===== config.mk =====
export PLATFORM = sky130hd
export DESIGN_NAME = rr_mux
export DESIGN_NICKNAME = d
export VERILOG_FILES = /design/src/rtl/rr_mux_pkg.sv /design/src/rtl/rr_mux_arbiter.sv /design/src/rtl/rr_mux.sv
export SDC_FILE = /design/constraint.sdc
export NUM_CORES = 1
export LEC_CHECK = 0
export CAP_MARGIN = 20
export CORE_MARGIN = 10
export CORE_UTILIZATION = 43
export CTS_CLUSTER_SIZE = 14
export DETAILED_ROUTE_END_ITERATION = 8
export GPL_TIMING_DRIVEN = 0
export PLACE_DENSITY = 0.87
export SYNTH_ARGS = -nofsm -noshare
export SYNTH_HDL_FRONTEND = slang
export SYNTH_SLANG_ARGS = --single-unit

===== constraint.sdc =====
create_clock -name clk -period 4.1 [get_ports clk]
set_clock_uncertainty 0.05 [all_clocks]
set_input_delay 0.615 -clock clk [delete_from_list [all_inputs] [get_ports clk]]
set_output_delay 0.615 -clock clk [all_outputs]
set_load 0.02 [all_outputs]

===== src/rtl/rr_mux_pkg.sv =====
// Shared definitions for the round-robin lane mux: lane count helper and
// the output-stage state encoding.
package rr_mux_pkg;

    typedef enum logic {
        ST_EMPTY = 1'b0,
        ST_FULL  = 1'b1
    } stage_state_e;

    function automatic int lane_count(input int sel_w);
        return 1 << sel_w;
    endfunction

endpackage


===== src/rtl/rr_mux_arbiter.sv =====
// Combinational rotating-priority arbiter: grants the first requester found
// searching upward from ptr, wrapping past the top lane back to lane 0.
module rr_arbiter
    import rr_mux_pkg::*;
#(
    parameter int SEL_W = 2,
    localparam int N = lane_count(SEL_W)
) (
    input  logic [N-1:0]     req,
    input  logic [SEL_W-1:0] ptr,
    input  logic             en,
    output logic [N-1:0]     grant,
    output logic [SEL_W-1:0] gnt_idx,
    output logic             any
);

    logic [SEL_W-1:0] idx;

    // The SEL_W-bit add wraps naturally, so the search order is ptr, ptr+1, ...
    always_comb begin
        grant   = '0;
        gnt_idx = '0;
        any     = 1'b0;
        idx     = '0;
        if (en) begin
            for (int k = 0; k < N; k++) begin
                idx = ptr + SEL_W'(k);
                if (!any && req[idx]) begin
                    any        = 1'b1;
                    grant[idx] = 1'b1;
                    gnt_idx    = idx;
                end
            end
        end
    end

endmodule


===== src/rtl/rr_mux.sv =====
// N-to-1 round-robin lane mux with a registered output stage that carries the
// payload and the index of the lane that supplied it.
module rr_mux
    import rr_mux_pkg::*;
#(
    parameter int SEL_W  = 2,
    parameter int DATA_W = 8,
    localparam int N = lane_count(SEL_W)
) (
    input  logic                clk,
    input  logic                rst,
    input  logic [N-1:0]        in_valid,
    input  logic [N*DATA_W-1:0] in_data,
    output logic [N-1:0]        in_ready,
    output logic                out_valid,
    input  logic                out_ready,
    output logic [DATA_W-1:0]   out_data,
    output logic [SEL_W-1:0]    out_sel
);

    stage_state_e      state_q, state_d;
    logic [SEL_W-1:0]  rr_ptr_q, rr_ptr_d;
    logic [DATA_W-1:0] data_q, data_d;
    logic [SEL_W-1:0]  sel_q, sel_d;

    logic              load_en;
    logic              arb_en;
    logic [N-1:0]      grant;
    logic [SEL_W-1:0]  gnt_idx;
    logic              any_grant;
    logic [DATA_W-1:0] lane_data;

    assign load_en = (state_q == ST_EMPTY) || out_ready;
    // Gate with rst so no lane sees ready while the stage is held in reset.
    assign arb_en  = load_en && !rst;

    rr_arbiter #(
        .SEL_W (SEL_W)
    ) u_arb (
        .req     (in_valid),
        .ptr     (rr_ptr_q),
        .en      (arb_en),
        .grant   (grant),
        .gnt_idx (gnt_idx),
        .any     (any_grant)
    );

    assign in_ready = grant;

    always_comb begin
        lane_data = '0;
        for (int i = 0; i < N; i++) begin
            if (gnt_idx == SEL_W'(i)) begin
                lane_data = in_data[i*DATA_W +: DATA_W];
            end
        end
    end

    // Output-stage state register.
    always_ff @(posedge clk or posedge rst) begin
        if (rst) begin
            state_q <= ST_EMPTY;
        end else begin
            state_q <= state_d;
        end
    end

    // A grant always implies a handshake, since grants only go to valid lanes.
    always_comb begin
        state_d = state_q;
        case (state_q)
            ST_EMPTY: if (any_grant) state_d = ST_FULL;
            ST_FULL:  if (out_ready && !any_grant) state_d = ST_EMPTY;
            default:  state_d = ST_EMPTY;
        endcase
    end

    always_comb begin
        out_valid = (state_q == ST_FULL);
    end

    always_comb begin
        data_d   = data_q;
        sel_d    = sel_q;
        rr_ptr_d = rr_ptr_q;
        if (any_grant) begin
            data_d   = lane_data;
            sel_d    = gnt_idx;
            rr_ptr_d = gnt_idx + SEL_W'(1);
        end
    end

    always_ff @(posedge clk or posedge rst) begin
        if (rst) begin
            data_q   <= '0;
            sel_q    <= '0;
            rr_ptr_q <= '0;
        end else begin
            data_q   <= data_d;
            sel_q    <= sel_d;
            rr_ptr_q <= rr_ptr_d;
        end
    end

    assign out_data = data_q;
    assign out_sel  = sel_q;

endmodule

# Word-level counts from Yosys, hierarchy flattened
# Cells that the tools add are included.
totals:
  register_bits: 13
  inputBits: 39
classes:
  n_addsub: 4
  n_lt_le_gt_ge: 8
  eq_ne: 3
  mux: 44
  n_bitwise: 4
  n_reduce_logical: 16
op_table:
  columns: ["cell", "count"]
  rows:
  - ["$mux 4", 8]
  - ["$mux 8", 4]
  - ["$mux 1", 18]
  - ["$lt 2x3->1 const B", 4]
  - ["$or 4x4->4", 3]
  - ["$mux 2", 5]
  - ["$logic_and 1x1->1", 9]
  - ["$bmux 1 s2", 4]
  - ["$demux 1 s2", 4]
  - ["$ge 2x1->1 const B", 4]
  - ["$logic_not 1->1", 5]
  - ["$add 2x1->2 const B", 2]
  - ["$add 2x2->2 const B", 2]
  - ["$eq 2x2->1 const B", 2]
  - ["$eq 2x1->1 const B", 1]
  - ["$logic_not 2->1", 1]
  - ["$pmux 1 s2", 1]
  - ["$logic_or 1x1->1", 1]
  - ["$not 1->1", 1]

# Logic depth before layout (Yosys ltp)
# Gate-level depths: netlist (run 1).
depth:
  depth_word: 21
  depth_mapped: 16

# By module
# From an unflattened synthesis (run 1), not the netlist that was laid out.
unflattened:
  hier_cells: 162
  hier_area_um2: 1522.7
by_module_without_submodules:
  columns: ["mod", "instances", "cells_per_inst", "area_each_um2"]
  rows:
  - ["rr_mux", 1, 77, 837.1]
  - ["rr_arbiter", 1, 85, 685.7]

# Worst setup path after synthesis (run 1)
# No wires, ideal clock.
synth_path:
  path_kind: "register to register"
  startpoint: "register rr_ptr_q[0]"
  endpoint: "register data_q[5], in the netlist out_data[5]"
  t_arrival_ps: 3384
  required_ps: 3973
  setup_slack_ps: 588
  path_stages_with_launch: 17
  n_path_buf: 3
  synth_period_minus_slack_ps: 3512
  cell_sequence: "dfrtp_1 > buf_6 > inv_1 > ha_1 > clkbuf_1 > or3b_2 > a211oi_1 > a21oi_1 > o22ai_2 > o211ai_1 > ha_1 > clkbuf_1 > nor2b_1 > a221oi_1 > nor3_1 > a21oi_1 > a21oi_1"
synth_via:
  elab_chain_len: 21
  word_cells_on_any_way: 38
synth_rtl:
  columns: ["item", "line_no", "text"]
  rows:
  - ["from (decl)", "rr_mux.sv:22", "logic [SEL_W-1:0] rr_ptr_q, rr_ptr_d;"]
  - ["from (signal assigned)", "rr_mux.sv:101", "rr_ptr_q <= rr_ptr_d;"]
  - ["$bmux 1 s2", "rr_mux_arbiter.sv:28", "if (!any && req[idx]) begin"]
  - ["$mux 1 (implied by the code)", "rr_mux_arbiter.sv:28", null]
  - ["$mux 1", "rr_mux_arbiter.sv:28", null]
  - ["$mux 1", "rr_mux_arbiter.sv:25", "if (en) begin"]
  - ["$logic_not 1->1", "rr_mux_arbiter.sv:28", null]
  - ["$logic_and 1x1->1", "rr_mux_arbiter.sv:28", null]
  - ["$mux 1", "rr_mux_arbiter.sv:28", null]
  - ["$mux 1", "rr_mux_arbiter.sv:25", null]
  - ["[... 2 more ...]", null, null]
  - ["$mux 1", "rr_mux_arbiter.sv:28", null]
  - ["$mux 1", "rr_mux_arbiter.sv:25", null]
  - ["$logic_not 1->1", "rr_mux_arbiter.sv:28", null]
  - ["$logic_and 1x1->1", "rr_mux_arbiter.sv:28", null]
  - ["$mux 2", "rr_mux_arbiter.sv:28", null]
  - ["$mux 2", "rr_mux_arbiter.sv:25", null]
  - ["$logic_not 2->1", "rr_mux.sv:53", "if (gnt_idx == SEL_W'(i)) begin"]
  - ["$mux 8 (4 in a row)", "rr_mux.sv:53", null]
  - ["to (signal assigned)", "rr_mux.sv:99", "data_q <= data_d;"]
  - ["to (decl)", "rr_mux.sv:23", "logic [DATA_W-1:0] data_q, data_d;"]
# Several ways; a longest one is shown, not always the timed one. The select of a mux whose other input is x is not followed.
# A chain may end at the register's enable or synchronous reset.

# Worst setup path in the final report (run 1)
layout_path:
  startpoint: "register rr_ptr_q[0]"
  endpoint: "register data_q[5], in the netlist out_data[5]"
layout_via:
  elab_chain_len: 21
  word_cells_on_any_way: 38
layout_rtl:
  columns: ["item", "line_no", "text"]
  rows:
  - ["$bmux 1 s2", "rr_mux_arbiter.sv:28", null]
  - ["$mux 1 (implied by the code)", "rr_mux_arbiter.sv:28", null]
  - ["$mux 1", "rr_mux_arbiter.sv:28", null]
  - ["$mux 1", "rr_mux_arbiter.sv:25", null]
  - ["$logic_not 1->1", "rr_mux_arbiter.sv:28", null]
  - ["$logic_and 1x1->1", "rr_mux_arbiter.sv:28", null]
  - ["$mux 1", "rr_mux_arbiter.sv:28", null]
  - ["$mux 1", "rr_mux_arbiter.sv:25", null]
  - ["[... 4 more ...]", null, null]
  - ["$logic_not 1->1", "rr_mux_arbiter.sv:28", null]
  - ["$logic_and 1x1->1", "rr_mux_arbiter.sv:28", null]
  - ["$mux 2 (*)", "rr_mux_arbiter.sv:28", null]
  - ["$mux 2 (*)", "rr_mux_arbiter.sv:25", null]
  - ["via gnt_idx[1]", "rr_mux.sv:29", "logic [SEL_W-1:0] gnt_idx;"]
  - ["$logic_not 2->1", "rr_mux.sv:53", null]
  - ["$mux 8 (3 in a row)", "rr_mux.sv:53", null]
  - ["$mux 8 (*)", "rr_mux.sv:53", null]
# The timed path passes the listed nets; every way through them passes the cells marked *. The select of a mux whose other input is x is not followed.

==> results of run 1 <==
==> final timing paths <==
check                            start     endpoint  slack (ns)  cells after the start
min                         out_sel[0]   out_sel[0]        0.45                      1
max in group asynchronous          rst  rr_ptr_q[0]        3.01                      2
min in group asynchronous          rst   out_sel[1]        0.61                      2
max                        rr_ptr_q[0]  out_data[5]        0.36                     15
max reg2reg                rr_ptr_q[0]  out_data[5]        0.36                     15
min reg2reg                 out_sel[0]   out_sel[0]        0.45                      1
==> logic make-up after synthesis <==
kind of cell,share of synthesized area [%]
compound gates,26.9
simple gates,20.8
buf+inv,6.41
flops,24.5
fa+ha+maj,11.3
mux,10.1
==> synth_stat cells <==
master,number,area share (%)
a21oi_1,19,7.2
dfrtp_1,13,25
nor2b_1,13,6.1
ha_1,12,11
nor3_1,12,4.5
a221oi_1,11,7.3
nor2_1,10,2.8
clkbuf_1,7,2.0
nand2_1,7,2.0
inv_1,6,1.7
buf_2,5,1.9
a31o_1,4,2.6
mux2i_1,4,3.0
nand3b_1,3,1.7
o211ai_1,3,1.7
o21ai_0,3,1.1
a21o_1,2,1.1
mux2_2,2,1.7
mux4_2,2,3.4
a211oi_1,1,0.57
a211oi_2,1,0.94
a21oi_2,1,0.66
a22oi_1,1,0.57
and2_1,1,0.47
buf_6,1,0.85
mux4_1,1,2.0
nand2b_1,1,0.47
nor2b_4,1,1.0
nor3b_1,1,0.57
nor4_1,1,0.47
o211a_1,1,0.75
o21a_1,1,0.57
o21ai_1,1,0.38
o22ai_1,1,0.47
o22ai_2,1,0.94
or3b_2,1,0.66
==> state kept, by name (all words and copies together) (netlist names) <==
name / cells
out_valid: 1
out_data: 8
out_sel: 2
rr_ptr_q: 2
==> power groups by stage <==
stage	clock network [uW]	registers, uW	logic [uW]
final	84.7	239	932
after global routing	89.9	249	1030
after detailed placement	0	239	909
after CTS	84.1	239	918
after global placement	0	236	888
after floorplan	0	294	557
==> critical path, cell delays in order, from the launching register on <==
cell        delay, ns
dfrtp_2          0.45
buf_6            0.18
clkinvlp_4       0.17
ha_2             0.39
or3b_2           0.48
a211oi_1         0.22
a21oi_1          0.09
o22ai_2          0.17
buf_4            0.17
o211a_1          0.16
ha_1             0.14
clkbuf_1         0.23
clkbuf_1         0.36
nor3_1           0.11
a21oi_1          0.14
a21oi_1          0.09
==> per-stage QoR <==
step,setup TNS [ns],hold WS [ns]
after floorplan,0,0.455
after global placement,0,0.424
after detailed placement,0,0.431
after CTS,-0.151,0.451
after global routing,0,0.481
final,0,0.445
==> what timing repair did <==
action / in CTS / in global routing
buffers inserted: 1 / 0
resized for setup: 1 / 10
pin swaps: 1 / 0
setup endpoints to repair: 11 / 12
==> layout make-up <==
cell class                 count  area [um^2]  area share [%]
multi-input combinational    123          927            48.1
sequential                    13          327            17.0
clock buffer                   4         26.3            1.36
inverter                       6         26.3            1.36
buffer                        12         60.1            3.12
timing repair buffer          51          518            26.9
tap                           33         41.3            2.14
==> metal layers <==
metal | up-vias | wire length [um] | global-route usage [%]
met2 | 42 | 2030 | 24.3
met1 | 636 | 1550 | 16.7
li1 | 685 | - | -
met3 | 4 | 235 | 2.21
met4 | 0 | 58 | 6.19
met5 | - | 0 | 0
==> flow_summary.json, run 1 <==
{
  "arrival_ns": 3.84,
  "place_ws_ns": 0.00153,
  "path_max_fanout": 10,
  "slew_viol_final": 0,
  "dpl.cell_count": 238,
  "drt-wirelength-per-cell_um": 16.0,
  "fp.dieArea_mm2": 0.00571,
  "p_sw_share_pct": 46.9,
  "timing.final.ws_setup_ns": 0.364,
  "rows": 20,
  "finalCritPeriodShare_pct": 91.1,
  "fillers": 248,
  "internal_power_uw": 667,
  "pwr-share-comb_pct": 74.2,
  "die_x_um": 75.6,
  "seq_area_frac_synth_pct": 24.5,
  "first_pass_iters": 4,
  "io_pins": 54,
  "antenna_found_initial": 0,
  "syn2layout_area_growth_pct": 45.1,
  "slew_headroom_pct": 55.6,
  "final_util_pct": 64.1,
  "layout_common_cells": "46 x clkdlybuf4s50_1, 19 x a21oi_1, 12 x nor2b_1, 12 x nor3_1, 12 x dfrtp_1",
  "p_leak_uw": 0.000836,
  "p_switching_uw": 589,
  "cts.sinks": 13,
  "wl_um": 3870,
  "syn_inst": 155,
  "cts_tree": "done",
  "die_h_um": 75.6,
  "overflow": 0,
  "clk_pin_slew_ns": 0.09,
  "syn_avg_cell_area_um2": 8.56,
  "maxCapViolCount": 0,
  "finalCriticalPeriod_ns": 3.74,
  "seq_power_share_pct": 19.0,
  "gp_congestion": 0.846,
  "initial_utilization_pct": 44.2,
  "hpwl_um": 3080,
  "vias": 1367,
  "final_common_cell": "clkdlybuf4s50_1",
  "hold_violations": 0,
  "setup-violations-final": 0,
  "synth_seq_cells": 13,
  "h-tree-depth": 1,
  "final_cell_count_no_fill": 242,
  "first_global_vias": 1385,
  "worst_pin_slew_ns": 0.647,
  "rsz0062_at_grt": "true",
  "grt_max_degree": 16,
  "grt_util_all_layers_pct": 14.1,
  "synth.distinct_cells": 36,
  "endpoint_kind": "register",
  "via_per_inst": 5.65,
  "hold_buffers": 0,
  "status": "finished, final reports clean",
  "drc_errors": 0,
  "cts_buffer_depth": 2,
  "peakVddDrop_uv": 243,
  "startpoint_type": "register",
  "core_mm2": 0.00300,
  "pwr-share-clk_pct": 6.7,
  "grt_pass1_wl_um": 6350,
  "drive_gt1_share_pct": 11.5,
  "synth_warnings": 0,
  "nets": 261,
  "cts_buffers": 3,
  "placed_area_mm2": 0.00187,
  "p_total_uw": 1260,
  "clk_latency_ns": 0.29,
  "fmax_ghz": 0.268,
  "required_ns": 4.20,
  "power.density_mw_per_mm2": 652,
  "cts_root_buf": "clkbuf_4",
  "syn_area_mm2": 0.00133,
  "io_buffers": 50,
  "critical_path_class": "register to register",
  "hold_class": "register to register",
  "n_antenna_cell": 0,
  "drtAntennaViolNets": 0,
  "dr.first_iter.drc_count": 69,
  "final_area_mm2": 0.00193,
  "synth_fp_nets": 206
}
(Power assumes the default switching activity.)
==> run 2: changes to the inputs <==
SKIP_LAST_GASP = 1   (was default)
==> flow_summary.json, run 2 (synthesis results as in run 1) <==
{
  "peakVddDrop_uv": 243,
  "arrival_ns": 3.89,
  "path_max_fanout": 10,
  "core_mm2": 0.00300,
  "cts_root_buf": "clkbuf_4",
  "slew_viol_final": 0,
  "finalCriticalPeriod_ns": 3.79,
  "drt-wirelength-per-cell_um": 16.0,
  "final_common_cell": "clkdlybuf4s50_1",
  "initial_utilization_pct": 44.2,
  "power.density_mw_per_mm2": 652,
  "via_per_inst": 5.64,
  "p_total_uw": 1250,
  "hpwl_um": 3080,
  "fp.dieArea_mm2": 0.00571,
  "setup-violations-final": 0,
  "grt_util_all_layers_pct": 14.1,
  "p_sw_share_pct": 46.9,
  "io_pins": 54,
  "p_switching_uw": 589,
  "h-tree-depth": 1,
  "final.setup.tns_ns": 0,
  "overflow": 0,
  "clk_pin_slew_ns": 0.09,
  "syn2layout_area_growth_pct": 45.0,
  "dr.first_iter.drc_count": 68,
  "holdWs_ns": 0.445,
  "cp_slowest_cell": "dfrtp_2",
  "io_buffers": 50,
  "critical_path_class": "register to register",
  "vias": 1366,
  "maxCapViolCount": 0,
  "first_global_vias": 1385,
  "finalCritPeriodShare_pct": 92.3,
  "status": "finished, final reports clean",
  "die_h_um": 75.6,
  "cts_tree": "done",
  "first_pass_iters": 4,
  "largest_reg_flops": 8,
  "drc_errors": 0,
  "drive_gt1_share_pct": 11.0,
  "cts.sinks": 13,
  "pwr-share-comb_pct": 74.2,
  "cp_num_buf_inv": 3,
  "path_delay_family": "compound AO/OA/AOI/OAI gates",
  "drtAntennaViolNets": 0,
  "startpoint_type": "register",
  "wl_um": 3860,
  "cts_buffers": 3,
  "cts_buffer_depth": 2,
  "grt_pass1_wl_um": 6350,
  "endpoint_kind": "register",
  "crit_path_cell_trace": "buf_6 -> clkinvlp_4 -> ha_2 -> mux4_2 -> nor2b_4 -> o21ai_1 -> a21oi_2 -> ha_1 -> clkbuf_1 -> nor2b_4 -> a221oi_1 -> nor3_1 -> a21oi_1 -> a21oi_1",
  "fmax_ghz": 0.264,
  "layout_common_cells": "46 x clkdlybuf4s50_1, 19 x a21oi_1, 12 x nor2b_1, 12 x nor3_1, 12 x dfrtp_1",
  "antenna_found_initial": 0,
  "die_x_um": 75.6,
  "rows": 20,
  "required_ns": 4.21,
  "hold_class": "register to register",
  "rsz0062_at_grt": "true",
  "hold_buffers": 0,
  "grt_max_degree": 16,
  "nets": 261,
  "seq_power_share_pct": 19.1,
  "worst_pin_slew_ns": 0.647,
  "gp_congestion": 0.846,
  "n_antenna_cell": 0,
  "slew_headroom_pct": 55.6,
  "internal_power_uw": 665,
  "hold_violations": 0,
  "slowest_delay_ns": 0.45,
  "p_leak_uw": 0.000833,
  "pwr-share-clk_pct": 6.8,
  "clk_latency_ns": 0.29
}
run 2: through the flow:
stage	worst slack, ns	instance area [um^2]	utilization, %	std cells
detailed placement	0.00153	1870	62.3	238
floorplan	0.588	1330	-	155
CTS	-0.0388	1900	63.4	243
finish	0.315	1920	64.1	242
global route	-0.0138	1920	64.1	242
global placement	0.00368	1870	62.3	238
run 2: area by class of cell:
cell class	instances	area [um^2]
Sequential cell	13	327
Fill cell	249	1080
Inverter	6	26.3
Multi-Input combinational cell	123	927
Tap cell	33	41.3
Buffer	12	58.8
Timing Repair Buffer	51	518
Clock buffer	4	26.3
run 2: final timing paths:
path	from	to	slack (ns)	cells after the start
min	out_sel[0]	out_sel[0]	0.45	1
max in group asynchronous	rst	rr_ptr_q[0]	3.01	2
min in group asynchronous	rst	out_sel[1]	0.61	2
max	rr_ptr_q[0]	out_data[0]	0.31	14
min reg2reg	out_sel[0]	out_sel[0]	0.45	1
max reg2reg	rr_ptr_q[0]	out_data[0]	0.31	14
run 2: metal layers:
| metal | vias up | share of wire (%) | GRT usage [%] |
|---|---|---|---|
| met5 | - | 0 | 0 |
| met4 | 0 | 1.5 | 6.19 |
| met3 | 4 | 6.1 | 2.21 |
| met1 | 635 | 40 | 16.7 |
| li1 | 685 | - | - |
| met2 | 42 | 52 | 24.3 |
run 2: power groups by stage:
stage                     registers [uW]  clock network, uW  logic [uW]
after floorplan                      294                  0         557
after global placement               236                  0         888
after detailed placement             239                  0         909
after CTS                            239               84.1         918
after global routing                 249               89.9        1030
final                                239               84.8         930
run 2: repair_timing:
item / 4_1_cts / 5_1_grt
buffers inserted: 1 / 0
endpoints found under the setup margin: 11 / 12
cloned: 0 / 0
hold endpoints to repair: 0 / 0
pin swaps: 1 / 0
gates resized for setup: 1 / 8
run 2: worst register-to-register path, cell delays in order (launching register included):
cell and delay, ns:
dfrtp_2 0.45, buf_6 0.18, clkinvlp_4 0.18, ha_2 0.45, mux4_2 0.45, nor2b_4 0.21, o21ai_1 0.09, a21oi_2 0.31
ha_1 0.20, clkbuf_1 0.36, nor2b_4 0.11, a221oi_1 0.29, nor3_1 0.09, a21oi_1 0.15, a21oi_1 0.09
